<file path="config.mk">
export PLATFORM = sky130hd
export DESIGN_NAME = pet_event_arbiter_flat
export DESIGN_NICKNAME = d
export VERILOG_FILES = /design/src/rtl/pet_pkg.sv /design/src/rtl/pet_event_arbiter_if.sv /design/src/rtl/pet_tick_gen.sv /design/src/rtl/pet_event_arbiter.sv /design/src/flat_wrapper.sv
export SDC_FILE = /design/constraint.sdc
export NUM_CORES = 1
export LEC_CHECK = 0
export CAP_MARGIN = 15
export CORE_AREA = 2 2 121 93
export CTS_BUF_LIST = sky130_fd_sc_hd__clkbuf_4 sky130_fd_sc_hd__clkbuf_8
export DETAILED_ROUTE_END_ITERATION = 6
export DIE_AREA = 0 0 123 95
export PLACE_DENSITY = 0.71
export SYNTH_ARGS = -nofsm -noshare
export SYNTH_HDL_FRONTEND = slang
export SYNTH_SLANG_ARGS = --single-unit
</file>
<file path="constraint.sdc">
create_clock -name clk -period 7.78 [get_ports clk]
set_input_delay 0.778 -clock clk [delete_from_list [all_inputs] [get_ports clk]]
set_output_delay 0.778 -clock clk [all_outputs]
set_load 0.01 [all_outputs]
</file>
<file path="src/rtl/pet_pkg.sv">
// rtl/pet_pkg.sv - command codes, arbiter states, priority order and mode masks
package pet_pkg;

  localparam int NUM_REQ = 6;

  typedef enum logic [2:0] {
    CMD_NONE       = 3'd0,
    CMD_DECAY      = 3'd1,
    CMD_HEAL       = 3'd2,
    CMD_FOOD       = 3'd3,
    CMD_STATE_STEP = 3'd4,
    CMD_LIGHT      = 3'd5,
    CMD_ECHO       = 3'd6
  } cmd_code_e;

  typedef enum logic [1:0] {
    ST_IDLE  = 2'd0,
    ST_OFFER = 2'd1,
    ST_COOL  = 2'd2
  } arb_state_e;

  // Element 0 is the highest priority.
  localparam logic [NUM_REQ-1:0][2:0] PRIO_ORDER = {
    CMD_ECHO, CMD_LIGHT, CMD_STATE_STEP, CMD_FOOD, CMD_HEAL, CMD_DECAY
  };

  // Pending/request bit index is code-1.
  localparam logic [NUM_REQ-1:0] NORMAL_MASK     = 6'b110111;
  localparam logic [NUM_REQ-1:0] TEST_MASK       = 6'b001110;
  localparam logic [NUM_REQ-1:0] TOGGLE_CLR_MASK = 6'b111001;

  function automatic logic [NUM_REQ-1:0] code_onehot(input cmd_code_e c);
    logic [NUM_REQ-1:0] m;
    m = '0;
    for (int b = 0; b < NUM_REQ; b++)
      if (3'(b + 1) == c) m[b] = 1'b1;
    return m;
  endfunction

  function automatic cmd_code_e pick_cmd(input logic [NUM_REQ-1:0] pend);
    cmd_code_e c;
    c = CMD_NONE;
    for (int i = NUM_REQ - 1; i >= 0; i--)
      if ((pend & code_onehot(cmd_code_e'(PRIO_ORDER[i]))) != '0)
        c = cmd_code_e'(PRIO_ORDER[i]);
    return c;
  endfunction

endpackage

</file>
<file path="src/rtl/pet_event_arbiter_if.sv">
// rtl/pet_event_arbiter_if.sv - command handshake between the arbiter and the pet FSM
interface pet_event_arbiter_if;
  logic       cmd_valid;
  logic [2:0] cmd_code;
  logic       cmd_ready;

  modport master (output cmd_valid, output cmd_code, input cmd_ready);
  modport slave  (input cmd_valid, input cmd_code, output cmd_ready);
endinterface

</file>
<file path="src/rtl/pet_tick_gen.sv">
// rtl/pet_tick_gen.sv - periodic decay tick; hold or clear parks the counter at zero
module pet_tick_gen #(
  parameter int TICK_DIV = 50000000
) (
  input  logic clk,
  input  logic rst,
  input  logic hold,
  input  logic clr,
  output logic tick
);
  localparam int CW = $clog2(TICK_DIV);
  localparam logic [CW-1:0] LAST = CW'(TICK_DIV - 1);

  logic [CW-1:0] cnt_q, cnt_d;

  always_comb begin
    cnt_d = cnt_q;
    tick  = 1'b0;
    if (hold || clr) begin
      cnt_d = '0;
    end else if (cnt_q == LAST) begin
      cnt_d = '0;
      tick  = 1'b1;
    end else begin
      cnt_d = cnt_q + CW'(1);
    end
  end

  always_ff @(posedge clk or negedge rst) begin
    if (!rst) cnt_q <= '0;
    else      cnt_q <= cnt_d;
  end
endmodule

</file>
<file path="src/rtl/pet_event_arbiter.sv">
// rtl/pet_event_arbiter.sv - request capture, mode gating and command arbiter for the pet FSM
module pet_event_arbiter
  import pet_pkg::*;
#(
  parameter int TICK_DIV = 50000000,
  parameter int COOLDOWN = 4,
  parameter int DROP_W   = 8
) (
  input  logic                clk,
  input  logic                rst,
  input  logic                food_button,
  input  logic                heal_button,
  input  logic                state_button,
  input  logic                test_signal,
  input  logic                light_signal,
  input  logic                echo_signal,
  pet_event_arbiter_if.master cmd,
  output logic                test_mode,
  output logic [NUM_REQ-1:0]  pending,
  output logic [DROP_W-1:0]   drop_cnt
);
  localparam int CW = (COOLDOWN > 1) ? $clog2(COOLDOWN) : 1;
  localparam logic [CW-1:0] COOL_LAST = CW'((COOLDOWN > 0) ? COOLDOWN - 1 : 0);

  logic [NUM_REQ-1:0] in_q, in_d, hist_q, hist_d, rise;
  logic [NUM_REQ-1:0] pending_q, pending_d, req, grant, clr_mask;
  logic               test_mode_q, test_mode_d, toggle, tick;
  logic [DROP_W-1:0]  drop_q, drop_d;
  arb_state_e         state_q, state_d;
  cmd_code_e          code_q, code_d;
  logic               valid_q, valid_d;
  logic [CW-1:0]      cool_q, cool_d;

  pet_tick_gen #(.TICK_DIV(TICK_DIV)) u_tick (
    .clk  (clk),
    .rst  (rst),
    .hold (test_mode_q),
    .clr  (toggle),
    .tick (tick)
  );

  // Bit 0 of the captured inputs is test_signal; in the request vector bit 0 is the decay tick.
  always_comb begin
    in_d        = {echo_signal, light_signal, state_button, food_button, heal_button, test_signal};
    hist_d      = in_q;
    rise        = in_q & ~hist_q;
    toggle      = rise[0];
    req         = {rise[NUM_REQ-1:1], tick} & (test_mode_q ? TEST_MASK : NORMAL_MASK);
    clr_mask    = grant | (toggle ? TOGGLE_CLR_MASK : '0);
    pending_d   = (pending_q & ~clr_mask) | req;
    test_mode_d = test_mode_q ^ toggle;
    drop_d      = drop_q;
    for (int b = 0; b < NUM_REQ; b++)
      if (req[b] && pending_q[b] && (drop_d != '1)) drop_d = drop_d + DROP_W'(1);
  end

  always_comb begin
    state_d = state_q;
    valid_d = valid_q;
    code_d  = code_q;
    cool_d  = cool_q;
    grant   = '0;
    case (state_q)
      ST_IDLE: begin
        if (pending_q != '0) begin
          code_d  = pick_cmd(pending_q);
          grant   = code_onehot(code_d);
          valid_d = 1'b1;
          state_d = ST_OFFER;
        end
      end
      ST_OFFER: begin
        if (valid_q && cmd.cmd_ready) begin
          valid_d = 1'b0;
          code_d  = CMD_NONE;
          if (COOLDOWN == 0) begin
            state_d = ST_IDLE;
          end else begin
            state_d = ST_COOL;
            cool_d  = COOL_LAST;
          end
        end
      end
      ST_COOL: begin
        if (cool_q == '0) state_d = ST_IDLE;
        else              cool_d  = cool_q - CW'(1);
      end
      default: state_d = ST_IDLE;
    endcase
  end

  always_ff @(posedge clk or negedge rst) begin
    if (!rst) begin
      in_q        <= '0;
      hist_q      <= '0;
      pending_q   <= '0;
      test_mode_q <= 1'b0;
      drop_q      <= '0;
      state_q     <= ST_IDLE;
      code_q      <= CMD_NONE;
      valid_q     <= 1'b0;
      cool_q      <= '0;
    end else begin
      in_q        <= in_d;
      hist_q      <= hist_d;
      pending_q   <= pending_d;
      test_mode_q <= test_mode_d;
      drop_q      <= drop_d;
      state_q     <= state_d;
      code_q      <= code_d;
      valid_q     <= valid_d;
      cool_q      <= cool_d;
    end
  end

  assign cmd.cmd_valid = valid_q;
  assign cmd.cmd_code  = code_q;
  assign test_mode     = test_mode_q;
  assign pending       = pending_q;
  assign drop_cnt      = drop_q;
endmodule

</file>
<file path="src/flat_wrapper.sv">
// flat-port wrapper written by rule: the top's interface ports become plain ports
module pet_event_arbiter_flat import pet_pkg::*;
#(
  parameter int TICK_DIV = 50000000,
  parameter int COOLDOWN = 4,
  parameter int DROP_W   = 8
)
  (clk, rst, food_button, heal_button, state_button, test_signal, light_signal, echo_signal, test_mode, pending, drop_cnt, cmd_cmd_valid, cmd_cmd_code, cmd_cmd_ready);
  pet_event_arbiter_if cmd_i ();
  input  logic clk;
  input  logic rst;
  input  logic food_button;
  input  logic heal_button;
  input  logic state_button;
  input  logic test_signal;
  input  logic light_signal;
  input  logic echo_signal;
  output logic test_mode;
  output logic [NUM_REQ-1:0] pending;
  output logic [DROP_W-1:0] drop_cnt;
  output wire logic [$bits(cmd_i.cmd_valid)-1:0] cmd_cmd_valid;
  output wire logic [$bits(cmd_i.cmd_code)-1:0] cmd_cmd_code;
  input wire logic [$bits(cmd_i.cmd_ready)-1:0] cmd_cmd_ready;
  assign cmd_cmd_valid = cmd_i.cmd_valid;
  assign cmd_cmd_code = cmd_i.cmd_code;
  assign cmd_i.cmd_ready = cmd_cmd_ready;
  pet_event_arbiter #(.TICK_DIV(TICK_DIV), .COOLDOWN(COOLDOWN), .DROP_W(DROP_W)) u_core (.clk(clk), .rst(rst), .food_button(food_button), .heal_button(heal_button), .state_button(state_button), .test_signal(test_signal), .light_signal(light_signal), .echo_signal(echo_signal), .cmd(cmd_i), .test_mode(test_mode), .pending(pending), .drop_cnt(drop_cnt));
endmodule
</file>
==> run_results.csv <==
group,metric,value,unit
run_status,status,"complete, no violations",
place,post_dp_cell_area,0.005289,mm^2
sta,hold_viol,0,
floorplan,die_x,123,um
floorplan,placement_rows,33,
clock_network,cts_buffer_depth,2,
drt,firstDrtPassIters,5,
drt,ant_nets,0,
synth,seq_area_frac_synth,32.87,%
floorplan,pin_count,28,
floorplan,start_util,43.60,%
run,cap_viol_max_count,0,
clock_network,cts_tree,"yes",
pwr,p_leak,2.192,nW
synth,synth_nets,564,
sta,skew,6.906,ps
sta,slew_viol_final,0,
critical_path,crit_arrival,7830,ps
floorplan,die_height,95,um
finish,nFillCells,966,
floorplan,coreArea,0.01065,mm^2
drt,wirelength,12.32,mm
drt,route.vias.total,4320,
synth,synth_top_cell_by_area,"dfrtp_1",
synth,synthesis.area,0.004644,mm^2
critical_path,worst_setup_path_end_kind,"flop",
synth,synth_edf_count,0,
drt,initialDrtViolationCount,285,
synth,synth_top_area_share,32.87,%
sta,post-route-period-util,97.23,%
place,dp_slack,-207.8,ps
finish,layout.nets,614,
synth,synth-seq-cells,61,
sta,tns,0,ps
synth,syn-mean-instance-area,8.553,um^2
synth,synth_cell_types,80,
synth,ys_warn_count,0,
sta,period_minus_slack,7564,ps
clock_network,cts_max_level,3,
synth,synth_area_leaders,"dfrtp_1 33%, nor2_1 5.5%, nand2_1 4.8%, xor2_1 4.1%, xnor2_1 3.4%",
place,numPortBuffers,27,
synth,synth_common_cells,"68 x nor2_1, 61 x dfrtp_1, 59 x nand2_1, 25 x o21ai_0, 23 x nand3_1",
clock_network,ctsHoldBuffers,0,
global_routing,grt_pass1_wl,19.81,mm
synth,synthMostInstantiatedCell,"nor2_1",
global_routing,grt_antenna_before_repair,0,
place,gp_congestion,0.9445,
critical_path,crit_fanout,10,
synth,yosys_most_used_dff,"dfrtp_1",
drt,vias_per_cell,5.862,
clock_network,clockRootBuffer,"clkbuf_8",
hold_path,hold_class,"reg2reg",
clock_network,numCtsBuffers,9,
pwr,vdd_drop_max,0.2024,mV
finish,post-route-util,53.37,%
sta,layout_setup_ws,215.7,ps
clock_network,clk_latency,340,ps
finish,num_antenna_cells,0,
pwr,power,1.734,mW
pwr,power_density,304.9,mW/mm^2
global_routing,grt_pass1_vias,4100,
place,place_hpwl,9.206,mm
sta,clock.fmax,132.2,MHz
finish,layout-drive-gt1-share,17.09,%
critical_path,required,8040,ps
global_routing,grtUsageTotal,21.72,%
drt,wire_per_inst,16.72,um
clock_network,path_clk_slew,60,ps
finish,post-route-cell-area,0.005685,mm^2
sta,worst_pin_slew,964.4,ps
critical_path,worstSetupPathType,"reg2reg",
critical_path,cp-start-kind,"flop",
floorplan,die_area,0.01169,mm^2
sta,relSlewSlack,35.70,%
clock_network,cts.sinks,61,
synth,synth_cells,543,
drt,drc_errors,0,
sta,setup_violations,0,
finish,syn2layout_area_growth,22.41,%
global_routing,grt_max_degree,62,
synth,ys_async_sr_fraction,100.0,%
global_routing,grt.overflow.total,0,
[flip-flops by register name (all words and copies together) (netlist names)]
signal and cells:
u_core.drop_cnt 8, u_core.pending 6, u_core.hist_q 6, u_core.cmd.cmd_code 3, u_core.cool_q 2, u_core.state_q 2, u_core.hist_d 6, u_core.u_tick.cnt_q 26
u_core.cmd.cmd_valid 1, u_core.test_mode 1
[stage by stage]
step	instances	hold WS, ps
finish	737	373.7
global route	737	400.8
CTS	733	375.1
detailed placement	715	360.8
global placement	715	358.5
floorplan	543	346.3
[layout by cell type (no fill, tap or decap), types with 4 or more instances in the layout]
cell type | Yosys | layout
a211o_1 | 4 | 4
a211oi_1 | 4 | 4
a21boi_0 | 5 | 5
a21oi_1 | 18 | 16
and2_1 | 7 | 7
and3_1 | 14 | 14
buf_4 | 0 | 28
clkbuf_8 | 0 | 10
clkdlybuf4s50_1 | 0 | 26
dfrtp_1 | 61 | 61
ha_1 | 12 | 8
inv_1 | 19 | 19
mux2_4 | 0 | 5
mux2i_1 | 11 | 10
nand2_1 | 59 | 57
nand2b_1 | 7 | 7
nand3_1 | 23 | 23
nand3b_1 | 9 | 9
nand4_1 | 7 | 7
nor2_1 | 68 | 67
nor2b_1 | 7 | 6
nor3_1 | 11 | 10
nor3b_1 | 6 | 5
nor4_1 | 5 | 4
o21ai_0 | 25 | 24
o22ai_1 | 4 | 4
o31ai_1 | 7 | 7
or2_2 | 6 | 6
or3_1 | 8 | 7
xnor2_1 | 18 | 16
xor2_1 | 22 | 20
[final timing paths]
| kind | slack, ps | cells after the start | from | endpoint |
|---|---|---|---|---|
| setup reg to reg | 220 | 27 | u_core.u_tick.cnt_q[9] | u_core.drop_cnt[3] |
| min in group asynchronous | 590 | 2 | rst | u_core.cool_q[1] |
| hold reg to reg | 370 | 0 | u_core.hist_d[4] | u_core.hist_q[4] |
| max in group asynchronous | 6690 | 2 | rst | u_core.u_tick.cnt_q[1] |
| setup / recovery | 220 | 27 | u_core.u_tick.cnt_q[9] | u_core.drop_cnt[3] |
| hold / removal | 370 | 0 | u_core.hist_d[4] | u_core.hist_q[4] |
[what timing repair did]
item | in CTS | in global routing
pin swaps | 3 | 9
setup buffers | 3 | 4
setup endpoints to repair | 6 | 6
hold endpoints to repair | 0 | 0
resized for setup | 4 | 17
[cell families (layout without fill, tap and decap cells)]
logic type / Yosys count / count (layout) / synth area share, %
AOI/OAI and AO/OA: 115 / 115 / 19.02
xor gates and xnor gates: 40 / 40 / 7.543
adders and majority gates: 12 / 12 / 3.233
buffers and inverters: 35 / 89 / 3.179
DFF: 61 / 61 / 32.87
muxes: 19 / 19 / 4.311
and+or+nand+nor: 261 / 261 / 29.85
[worst max-delay path, stage by stage, from the launching register on]
cell	delay (ps)
dfrtp_1	410
or4b_1	550
or4_4	520
nor4b_4	360
buf_4	180
xor2_2	160
ha_2	220
buf_4	170
nand2_1	70
and2_1	170
mux2_2	330
or4_4	450
or2_4	280
or4_4	540
a211oi_4	280
a21oi_2	100
buf_4	170
xnor2_4	170
ha_4	200
and3_1	160
a32oi_1	100
o21a_2	210
nor4_4	180
mux2_4	350
or4b_4	600
and2_4	210
a2bb2oi_1	180
xnor2_1	140
[per-layer routing]
metal	global-route usage [%]	wire [um]	vias to the layer above
li1	-	-	2085
met1	30.44	5965	2079
met2	33.29	5551	138
met3	4.771	622	18
met4	7.197	185	0
met5	0	0	-
[power breakdown]
part / leakage [nW] / internal, mW / switching (mW) / total [mW]
clock network: 0.112 / 0.185 / 0.119 / 0.305
registers: 0.783 / 0.373 / 0.0598 / 0.432
logic: 1.30 / 0.434 / 0.563 / 0.996
total: 2.19 / 0.992 / 0.742 / 1.73
[layout make-up]
| class | count | area [um^2] | share of cell area (%) |
|---|---|---|---|
| clock inverter | 5 | 75.07 | 1.320 |
| inverter | 19 | 71.32 | 1.254 |
| sequential | 61 | 1526 | 26.85 |
| timing repair buffer | 55 | 475.5 | 8.363 |
| tap | 140 | 175.2 | 3.081 |
| clock buffer | 10 | 137.6 | 2.421 |
| multi-input combinational | 447 | 3224 | 56.71 |
Power figures use the tool's default switching activity.
